## src/rtl/pmic_timer_pkg.sv

```systemverilog
// Shared sizing helpers for the PMIC sequencing timer.
package pmic_timer_pkg;

    // Prescaler counter width: ceil(log2(prescale)), never less than one bit.
    function automatic int unsigned pre_width(input int unsigned prescale);
        int unsigned w;
        w = (prescale > 1) ? $clog2(prescale) : 1;
        return (w < 1) ? 1 : w;
    endfunction

endpackage : pmic_timer_pkg

```

## src/rtl/pmic_timer_prescaler.sv

```systemverilog
// Divides enabled cycles by PRESCALE; o_tick_c marks the cycle pre wraps.
module timer_prescaler
    import pmic_timer_pkg::*;
#(
    parameter int unsigned PRESCALE = 1
) (
    input  logic clk,
    input  logic reset,
    input  logic i_clear,
    input  logic i_enable,
    output logic o_tick_c
);

    localparam int unsigned PW   = pre_width(PRESCALE);
    localparam logic [PW-1:0] LAST = PW'(PRESCALE - 1);

    logic [PW-1:0] r_pre;

    // Tick is combinational so the parent decrements on the same edge pre wraps.
    assign o_tick_c = i_enable && (r_pre == LAST);

    // Prescale counter: cleared by reset or load, advances on enabled cycles.
    always_ff @(posedge clk) begin
        if (!reset) begin
            r_pre <= '0;
        end else if (i_clear) begin
            r_pre <= '0;
        end else if (i_enable) begin
            r_pre <= (r_pre == LAST) ? '0 : r_pre + PW'(1);
        end
    end

endmodule : timer_prescaler

```

## src/rtl/pmic_timer.sv

```systemverilog
// Loadable, enable-gated down-counting timer with sticky expiry flag.
module pmic_timer
    import pmic_timer_pkg::*;
#(
    parameter int unsigned DATA_W   = 8,
    parameter int unsigned PRESCALE = 1
) (
    input  logic              clk,
    input  logic              reset,
    input  logic [DATA_W-1:0] data,
    input  logic              en,
    input  logic              load,
    output logic              timeOut
);

    logic [DATA_W-1:0] r_cnt;
    logic              r_armed;
    logic              r_timeout;
    logic              w_enable;
    logic              w_tick;

    // Counting only happens once armed and before expiry.
    assign w_enable = en && r_armed && (r_cnt != '0);

    timer_prescaler #(
        .PRESCALE (PRESCALE)
    ) u_prescaler (
        .clk      (clk),
        .reset    (reset),
        .i_clear  (load),
        .i_enable (w_enable),
        .o_tick_c (w_tick)
    );

    // Count/arm/expiry state: reset > load > prescaled decrement > hold.
    always_ff @(posedge clk) begin
        if (!reset) begin
            r_cnt     <= '0;
            r_armed   <= 1'b0;
            r_timeout <= 1'b0;
        end else if (load) begin
            r_cnt     <= data;
            r_armed   <= 1'b1;
            r_timeout <= (data == '0);
        end else if (w_tick) begin
            r_cnt <= r_cnt - DATA_W'(1);
            if (r_cnt == DATA_W'(1)) begin
                r_timeout <= 1'b1;
            end
        end
    end

    assign timeOut = r_timeout;

endmodule : pmic_timer

```

## config.mk

```make
export PLATFORM = sky130hd
export DESIGN_NAME = pmic_timer
export DESIGN_NICKNAME = d
export VERILOG_FILES = /design/src/rtl/pmic_timer_pkg.sv /design/src/rtl/pmic_timer_prescaler.sv /design/src/rtl/pmic_timer.sv
export SDC_FILE = /design/constraint.sdc
export NUM_CORES = 1
export LEC_CHECK = 0
export ABC_AREA = 1
export CAP_MARGIN = 20
export CORE_MARGIN = 2
export CORE_UTILIZATION = 49
export DETAILED_ROUTE_END_ITERATION = 7
export GPL_TIMING_DRIVEN = 0
export PLACE_DENSITY_LB_ADDON = 0.1
export RECOVER_POWER = 25
export SYNTH_ARGS = -nofsm -noshare
export SYNTH_HDL_FRONTEND = slang
export SYNTH_SLANG_ARGS = --single-unit
```

## constraint.sdc

```tcl
create_clock -name clk -period 1.5 [get_ports clk]
set_clock_uncertainty 0.1 [all_clocks]
set_input_delay 0.225 -clock clk [delete_from_list [all_inputs] [get_ports clk]]
set_output_delay 0.225 -clock clk [all_outputs]
set_load 0.02 [all_outputs]
```

== Word-level counts from Yosys, hierarchy flattened ==
Cells that the tools add are included.
W data, S select, Z words.

* Register bits: 11
* Bits in latches: 0
* RAM bits: 0
* Memory bits (read-only): 0
* Input port bits: 12
* Output and inout bits: 1
* Memories kept: 0

* Add/sub/neg operators: 2
* Multiply operators: 0
* Divide/modulo/power cells: 0
* Magnitude comparators: 0
* Equality and inequality tests: 1
* Shift-type cells: 0
* Multiplexer cells: 6
* Bitwise gates (word level): 2
* Reductions and logical operators: 9

{| class="wikitable"
|+ Operator list
! cell !! count
|-
| $mux W8 || 2
|-
| $eq A8 B1 Y1 const B || 1
|-
| $logic_not A8 Y1 || 1
|-
| $reduce_bool A8 Y1 || 1
|-
| $sub A8 B1 Y8 const B || 1
|-
| $mux W1 || 4
|-
| $reduce_bool A2 Y1 || 2
|-
| $logic_and A1 B1 Y1 || 3
|-
| $not A1 Y1 || 2
|-
| $reduce_and A2 Y1 || 1
|-
| $reduce_or A2 Y1 || 1
|-
| $add A1 B1 Y1 const B || 1
|}

== Longest topological paths before layout ==
Gate-level depths: netlist of the first run.

* Word-level depth: 5
* Depth in mapped cells: 9

== By module ==
Synthesis of the first run repeated with hierarchy kept, for this count alone.

* Cells, all modules: 100
* Area total of the unflattened synthesis: 676.9 µm²

{| class="wikitable"
|+ Modules (own cells, without submodules)
! module !! times used !! cells each !! area each (µm²)
|-
| pmic_timer || 1 || 99 || 669.4
|-
| timer_prescaler || 1 || 1 || 7.5
|}

== Worst setup path before layout of the first run ==
Ideal clock, no wire load.

* Kind: reg2reg
* Start: reg r_cnt[0]
* End: reg r_cnt[0]
* Arrival: 1.131 ns
* Slack: 0.149 ns
* Cell stages (with the launch flop): 8
* Path through: dfxtp_1 inv_1 ha_1 nand2_4 o21bai_4 nand2_4 o21ai_0 a21oi_1

* Cells in the longest elaborated chain, start to end: 4

{| class="wikitable"
|+ RTL lines
! item !! RTL line !! text
|-
| from (decl) || pmic_timer.sv:16 || <nowiki>logic [DATA_W-1:0] r_cnt;</nowiki>
|-
| from (signal assigned) || pmic_timer.sv:42 || <nowiki>r_cnt <= data;</nowiki>
|-
| from (signal assigned) || pmic_timer.sv:46 || <nowiki>r_cnt <= r_cnt - DATA_W'(1);</nowiki>
|-
| branches (longest 4 deep; another with $sub A8 B1 Y8) || -- ||
|}

Several ways; the timed one is not identified. The select of a mux whose other input is x is not followed.
A chain may end at the register's enable or synchronous reset.

== Worst setup path after layout of the first run ==
* Start: reg r_cnt[0]
* End: reg r_cnt[7]

Same word-level chain as after synthesis.

==> metrics.md, run 1 <==
| Metric | Value |
|---|---|
| Area occupied by multi-input gates | `453 µm²` |
| Pint | `a little under 0.5 mW` |
| Met1 GRT Util | `27.4%` |
| Min-Delay Startpoint | `load` |
| Vias | `716` |
| Max incr delay on CP | `340 ps` |
| GRT busiest layer | `met2` |
| Clk Tree Root Cell | `clkbuf_4` |
| Std cell rows | `13` |
| Pleak | `0.422 nW` |
| Clock share of power | `approximately 26%` |
| Cell area after layout | `880 µm²` |
| Storage element area | `201 µm²` |
| Critical Path Stages | `9` |
| Worst reg-to-reg path cell count | `9` |
| Die area | `1740 µm²` |
| Largest net degree at the start of global routing | `11` |
| CTS tree | `yes` |
| Max Clock Freq | `around 700 MHz` |
| Max stage delay cell, worst path | `dfxtp_2` |
| Gr ovfl total | `0` |
| Die Wd | `41.7 µm` |
| Synthesized Nets | `~130` |
| Max_slew headroom | `78.1%` |
| Area Overhead vs Synth | `26.4%` |
| Syn_area_per_cell | `6.27 µm²` |
| # setup viols final | `0` |
| Worst slew pin tran | `~330 ps` |
| Chip Height | `41.7 µm` |
| All-layer global routing usage | `20.1%` |
| Post-synth top area share | `approximately 29%` |
| Critical R2R Capture | `r_cnt[7]` |
| CP Max Fanout | `4` |
| Syn Inst Count | `111` |
| Setup tns final | `0 ps` |
| Max_cap viols | `0` |
| Sequential Power Share | `42.2%` |
| Final Max Slew Viols | `0` |
| Mapped Area | `696 µm²` |
| Post-synth top area cell | `dfxtp_1` |
| First-pass GRT wire length | `2700 µm` |
| Final worst path period share | `95.5%` |
| CTS buffer count | `3` |
| DR DRC count | `0` |
| Critical Path, Cell by Cell | `inv_2 > ha_2 > nand2_4 > o21bai_4 > buf_4 > nand3_1 > nand2_1 > nor2_1 > nor2_1` |
| Sw power | `0.253 mW` |
| Net Sw Frac | `34.0%` |
| Clk slew on worst S/H paths | `70 ps` |
| PwrDens | `844 nW/µm²` |
| Worst path arrival time | `1540 ps` |
| WHS Endpoint | `r_armed` |
| Worst setup EP type | `register` |
| Power share of the combinational group | `around a third` |
| Reg2reg setup slack | `70 ps` |
| Hold buffer count at CTS | `0` |
| Critical R2R Launch | `r_cnt[0]` |
| First DRT Iteration DRCs | `24` |
| M2 GR Usage | `32.2%` |
| Final WL | `1590 µm` |
| Via-to-Cell Ratio | `5.01` |
| FF+latch count, synth | `10` |
| GP Congestion | `roughly 0.84` |
| Post-synth cell types | `17` |
| Vias in the first global route | `616` |
| Synthesis Warnings | `0` |
| Hold path cells | `3` |
| Layout cell share with drive strength beyond 1 | `16.4%` |
| H-Tree Level Count | `1` |
| Antenna viol nets, final | `0` |
| Core area | `1320 µm²` |
| Top Family by Delay on Critical Path | `flip-flops` |
| Hold Crit Class | `in -> reg` |
| Pre-antenna DRT Iters | `4` |
| Final Net Count | `145` |
| Outcome | `finished, final reports clean` |
| Detailed placement HPWL | `1160 µm` |
| Post-synthesis sequential area ratio | `28.8%` |
| I/O pin count | `13` |
| RSZ-0062 raised after global routing | `true` |
| Crit Path Class | `reg -> reg` |
| Synth area leaders | `dfxtp_1 29%, nand2_1 17%, nor2_1 11%, nand3_1 10%, ha_1 5.4%` |
| Initial Util | `52.8%` |
| Clock Latency Late Sink | `270 ps` |
| Most frequent CP cell | `nor2_1` |
| Clock tree buffer depth | `2` |
| Worst Path Buf+Inv | `2` |
| Antenna cells | `0` |
| Worst setup SP type | `register` |
| CP required | `1610 ps` |
| Initial antenna violation count | `0` |
| Maximum vdd drop | `0.499 mV` |
| Final Critical Period | `approximately 1400 ps` |
| Met3 Resource Use GR | `under 10%` |
| Final Hold Vio Count | `0` |
| Fillcell total | `roughly 130` |
| Clk sink count | `10` |
| PortBufs | `11` |
| WL/cell | `about 11 µm` |
| DP Area | `825 µm²` |
## state kept, by name (all words and copies together), names as in the netlist
name and cells:
r_armed 1, r_cnt 8, timeOut 1
## cells in the final DEF (no fill, tap or decap), drive strengths merged
| cell | instances |
|---|---|
| o21bai | 1 |
| inv | 10 |
| dfxtp | 10 |
| buf | 5 |
| clkdlybuf4s50 | 10 |
| ha | 3 |
| nor2 | 22 |
| nor4 | 2 |
| a21o | 1 |
| nand4 | 2 |
| dlygate4sd2 | 1 |
| nand3 | 14 |
| xor2 | 1 |
| nand2 | 33 |
| a21oi | 6 |
| clkbuf | 3 |
| clkinv | 1 |
| o21ai | 3 |
## cell type report
cell class | instances | share of cell area (%)
Timing Repair Buffer | 14 | 14.9
Buffer | 2 | 1.14
Inverter | 11 | 4.84
Sequential cell | 10 | 22.9
Clock buffer | 3 | 2.56
Tap cell | 15 | 2.13
Multi-Input combinational cell | 88 | 51.5
## logic make-up (layout without fill, tap and decap cells)
kind of cell | count (synthesis) | count (layout) | share of synthesized area (%)
and+or+nand+nor | 73 | 73 | 46.6
buffers and inverters | 13 | 30 | 7.55
AOI/OAI and AO/OA | 11 | 11 | 10.4
DFF | 10 | 10 | 28.8
adders and majority gates | 3 | 3 | 5.40
xor gates and xnor gates | 1 | 1 | 1.26
## power by group through the flow
stage | registers, mW | clock network (mW) | logic, mW
floorplan | 0.312 | 0 | 0.160
global placement | 0.315 | 0 | 0.217
detailed placement | 0.315 | 0 | 0.221
CTS | 0.309 | 0.192 | 0.222
global route | 0.316 | 0.200 | 0.271
finish | 0.313 | 0.189 | 0.240
## worst max path at each step
| stage | startpoint | slack [ps] | end |
|---|---|---|---|
| global placement | r_cnt[0] | 10 | r_cnt[1] |
| finish | r_cnt[0] | 70 | r_cnt[7] |
| detailed placement | r_cnt[0] | 1 | r_cnt[0] |
| global route | r_cnt[0] | -1 | r_cnt[7] |
| CTS | r_cnt[0] | 4 | r_cnt[0] |
| floorplan | r_cnt[0] | 150 | r_cnt[0] |
## stage by stage
step,std cells,setup slack (ps),total power [mW],hold slack [ps],util (%)
6_report,143,67.7,0.742,205,66.8
5_1_grt,143,-1.23,0.788,226,66.8
4_1_cts,140,4.20,0.723,207,64.4
3_5_place_dp,137,1.35,0.536,359,62.6
3_3_place_gp,137,13.6,0.533,353,62.6
2_1_floorplan,111,149,0.471,223,-
## per-layer routing
| layer | routed length, µm | up-vias | part of all wire, % |
|---|---|---|---|
| li1 | - | 394 | - |
| met1 | 755 | 307 | 47 |
| met2 | 743 | 11 | 47 |
| met3 | 63 | 4 | 4.0 |
| met4 | 29 | 0 | 1.8 |
| met5 | 0 | - | 0 |
## repair_timing
action | in CTS | in global routing
pin swaps | 1 | 4
buffers inserted | 0 | 3
endpoints found under the hold margin | 0 | 0
resized for setup | 2 | 7
endpoints found under the setup margin | 5 | 9
## worst min-delay path: cells and delay by family
kind	cells	cell delay, ps
and+or+nand+nor	2	140
buffers and inverters	1	160
## synth_stat cells
cell type   n
ha_1        3
nor2_1     21
o21bai_4    1
nand4_1     2
xor2_1      1
nor4_1      2
a21o_2      1
buf_2       2
nand2_1    31
a21oi_1     6
nand2_4     2
clkinv_2    1
inv_1      10
dfxtp_1    10
nor2_4      1
o21ai_0     3
nand3_1    14
(Power assumes the default switching activity.)
==> run 2, diff against run 1 <==
MAX_ROUTING_LAYER = met4   (was default)
==> metrics.md, run 2 (same netlist as run 1, synthesis figures left out) <==
| Metric | Value |
|---|---|
| DR DRC count | `0 (unchanged)` |
| Max Clock Freq | `697 MHz (-0.21%)` |
| Min-Delay Startpoint | `load` |
| Worst path arrival time | `1540 ps (about the same)` |
| Core area | `1320 µm² (unchanged)` |
| Final core occ | `66.8% (unchanged)` |
| RSZ-0062 raised after global routing | `true` |
| I/O pin count | `13 (unchanged)` |
| Die Wd | `41.7 µm (unchanged)` |
| CTS tree | `yes` |
| Vias | `726 (+1.4%)` |
| First-pass GRT wire length | `2710 µm (+0.26%)` |
| Final WL | `1600 µm (+0.31%)` |
| Final Net Count | `145 (unchanged)` |
| Pleak | `0.422 nW (unchanged)` |
| Gr ovfl total | `0 (unchanged)` |
| Max stage delay cell, worst path | `dfxtp_2` |
| Layout cell share with drive strength beyond 1 | `16.4% (unchanged)` |
| Worst setup SP type | `register` |
| Final worst path period share | `95.7% (+0.20 points)` |
| Reg2reg setup slack | `60 ps (about the same)` |
| Final Hold Vio Count | `0 (unchanged)` |
| Outcome | `finished, final reports clean` |
| Top Family by Delay on Critical Path | `flip-flops` |
| CTS buffer count | `3 (unchanged)` |
| Hold buffer count at CTS | `0 (unchanged)` |
| Largest net degree at the start of global routing | `11 (unchanged)` |
| Worst slew pin tran | `326 ps (-0.0918 ps)` |
| Clk slew on worst S/H paths | `70 ps (about the same)` |
| Most common cell after layout, fill and taps aside | `nand2_1` |
| Final hold slack | `209 ps (+3.42 ps)` |
| Hold Crit Class | `in -> reg` |
| Power share of the combinational group | `32.4% (about the same)` |
| PwrDens | `842 nW/µm² (-0.24%)` |
| PortBufs | `11 (unchanged)` |
| All-layer global routing usage | `20.7% (+0.56 points)` |
| Maximum vdd drop | `0.499 mV (about the same)` |
| Critical Path, Cell by Cell | `inv_2 > ha_2 > nand2_4 > o21bai_4 > buf_4 > nand3_1 > nand2_1 > nor2_1 > nor2_1` |
| Clock share of power | `25.3% (-0.2 points)` |
| Clk Tree Root Cell | `clkbuf_4` |
| Clock tree buffer depth | `2 (unchanged)` |
| Via-to-Cell Ratio | `5.08 (+1.4%)` |
| Chip Height | `41.7 µm (unchanged)` |
| Clk sink count | `10 (unchanged)` |
| Worst setup startpoint | `r_cnt[0]` |
| Largest register by flop count | `r_cnt` |
| Sw power | `0.251 mW (-0.65%)` |
| Area Overhead vs Synth | `26.4% (unchanged)` |
| Max_slew headroom | `78.1% (about the same)` |
| Pint | `0.489 mW (about the same)` |
| Critical R2R Launch | `r_cnt[0]` |
| CP Max Fanout | `4 (unchanged)` |
| Max reg flops | `8 (unchanged)` |
| Sequential Power Share | `42.3% (about the same)` |
| Final Critical Period | `1440 ps (+3.06 ps)` |
| Std cell rows | `13 (unchanged)` |
| Commonest cells after routing, fill and taps aside | `31 x nand2_1, 18 x nor2_1, 14 x nand3_1, 10 x clkdlybuf4s50_1, 9 x dfxtp_1` |
| Max incr delay on CP | `340 ps (about the same)` |
| Antenna viol nets, final | `0 (unchanged)` |
| Antenna cells | `0 (unchanged)` |
| CP required | `1600 ps (about the same)` |
| WL/cell | `11.2 µm (+0.31%)` |
| Detailed placement HPWL | `1160 µm (unchanged)` |
| Worst Path Buf+Inv | `2 (unchanged)` |
| Crit Path Class | `reg -> reg` |
| Final Max Slew Viols | `0 (unchanged)` |
| Clock Latency Late Sink | `260 ps (about the same)` |
| Most frequent CP cell | `nor2_1` |
| Pre-antenna DRT Iters | `4 (unchanged)` |
| Initial Util | `52.8% (unchanged)` |
| Initial antenna violation count | `0 (unchanged)` |
| # setup viols final | `0 (unchanged)` |
| Max_cap viols | `0 (unchanged)` |
| Vias in the first global route | `617 (+0.16%)` |
| Worst setup EP type | `register` |
| First DRT Iteration DRCs | `24 (unchanged)` |
| Die area | `1740 µm² (unchanged)` |
| GP Congestion | `0.855 (+1.6%)` |
| Net Sw Frac | `33.9% (-0.14 points)` |
| H-Tree Level Count | `1 (unchanged)` |
==> run 2: cell counts in the layout (fill, tap and decap cells not counted) <==
Identical to the previous run, type by type.
==> run 2: power groups by stage <==
stage          clock, mW  combinational [mW]  sequential [mW]
2_1_floorplan          0               0.160            0.312
3_3_place_gp           0               0.217            0.315
3_5_place_dp           0               0.221            0.315
4_1_cts            0.192               0.222            0.309
5_1_grt            0.200               0.271            0.316
6_report           0.187               0.240            0.313
==> run 2: timing repair <==
item,in CTS,in global routing
buffers inserted,0,3
resized for setup,2,7
setup endpoints to repair,5,9
pin swaps,1,4
==> run 2: per-layer routing <==
metal	track usage, %	up-vias	wire length (µm)
li1	-	394	-
met5	-	-	0
met4	7.74	0	24
met2	32.2	11	751
met3	2.61	4	60
met1	27.4	317	761
==> run 2: worst register-to-register path, stage by stage (launching register included) <==
cell      delay, ps
dfxtp_2         340
inv_2            80
ha_2            190
nand2_4          60
o21bai_4        210
buf_4           160
nand3_1          60
nand2_1          60
nor2_1           40
nor2_1           70
==> run 2: area by class of cell <==
cell class	instances	area, µm²
Buffer	2	10.0
Clock buffer	3	22.5
Fill cell	128	438
Inverter	11	42.5
Multi-Input combinational cell	88	453
Sequential cell	10	201
Tap cell	15	18.8
Timing Repair Buffer	14	131
==> run 2: through the flow <==
step | instances | TNS [ps] | total power [mW] | instance area [µm²] | worst slack [ps]
after floorplan | 111 | 0 | 0.471 | 696 | 149
after global placement | 137 | 0 | 0.533 | 825 | 13.6
after detailed placement | 137 | 0 | 0.536 | 825 | 1.35
after CTS | 140 | 0 | 0.723 | 848 | 4.20
after global routing | 143 | -1.23 | 0.788 | 880 | -1.23
final | 143 | 0 | 0.740 | 880 | 64.7
==> run 2: worst paths after layout <==
check             end  cells after the start
max          r_cnt[7]                      9
min           r_armed                      3
max reg2reg  r_cnt[7]                      9
min reg2reg  r_cnt[0]                      1
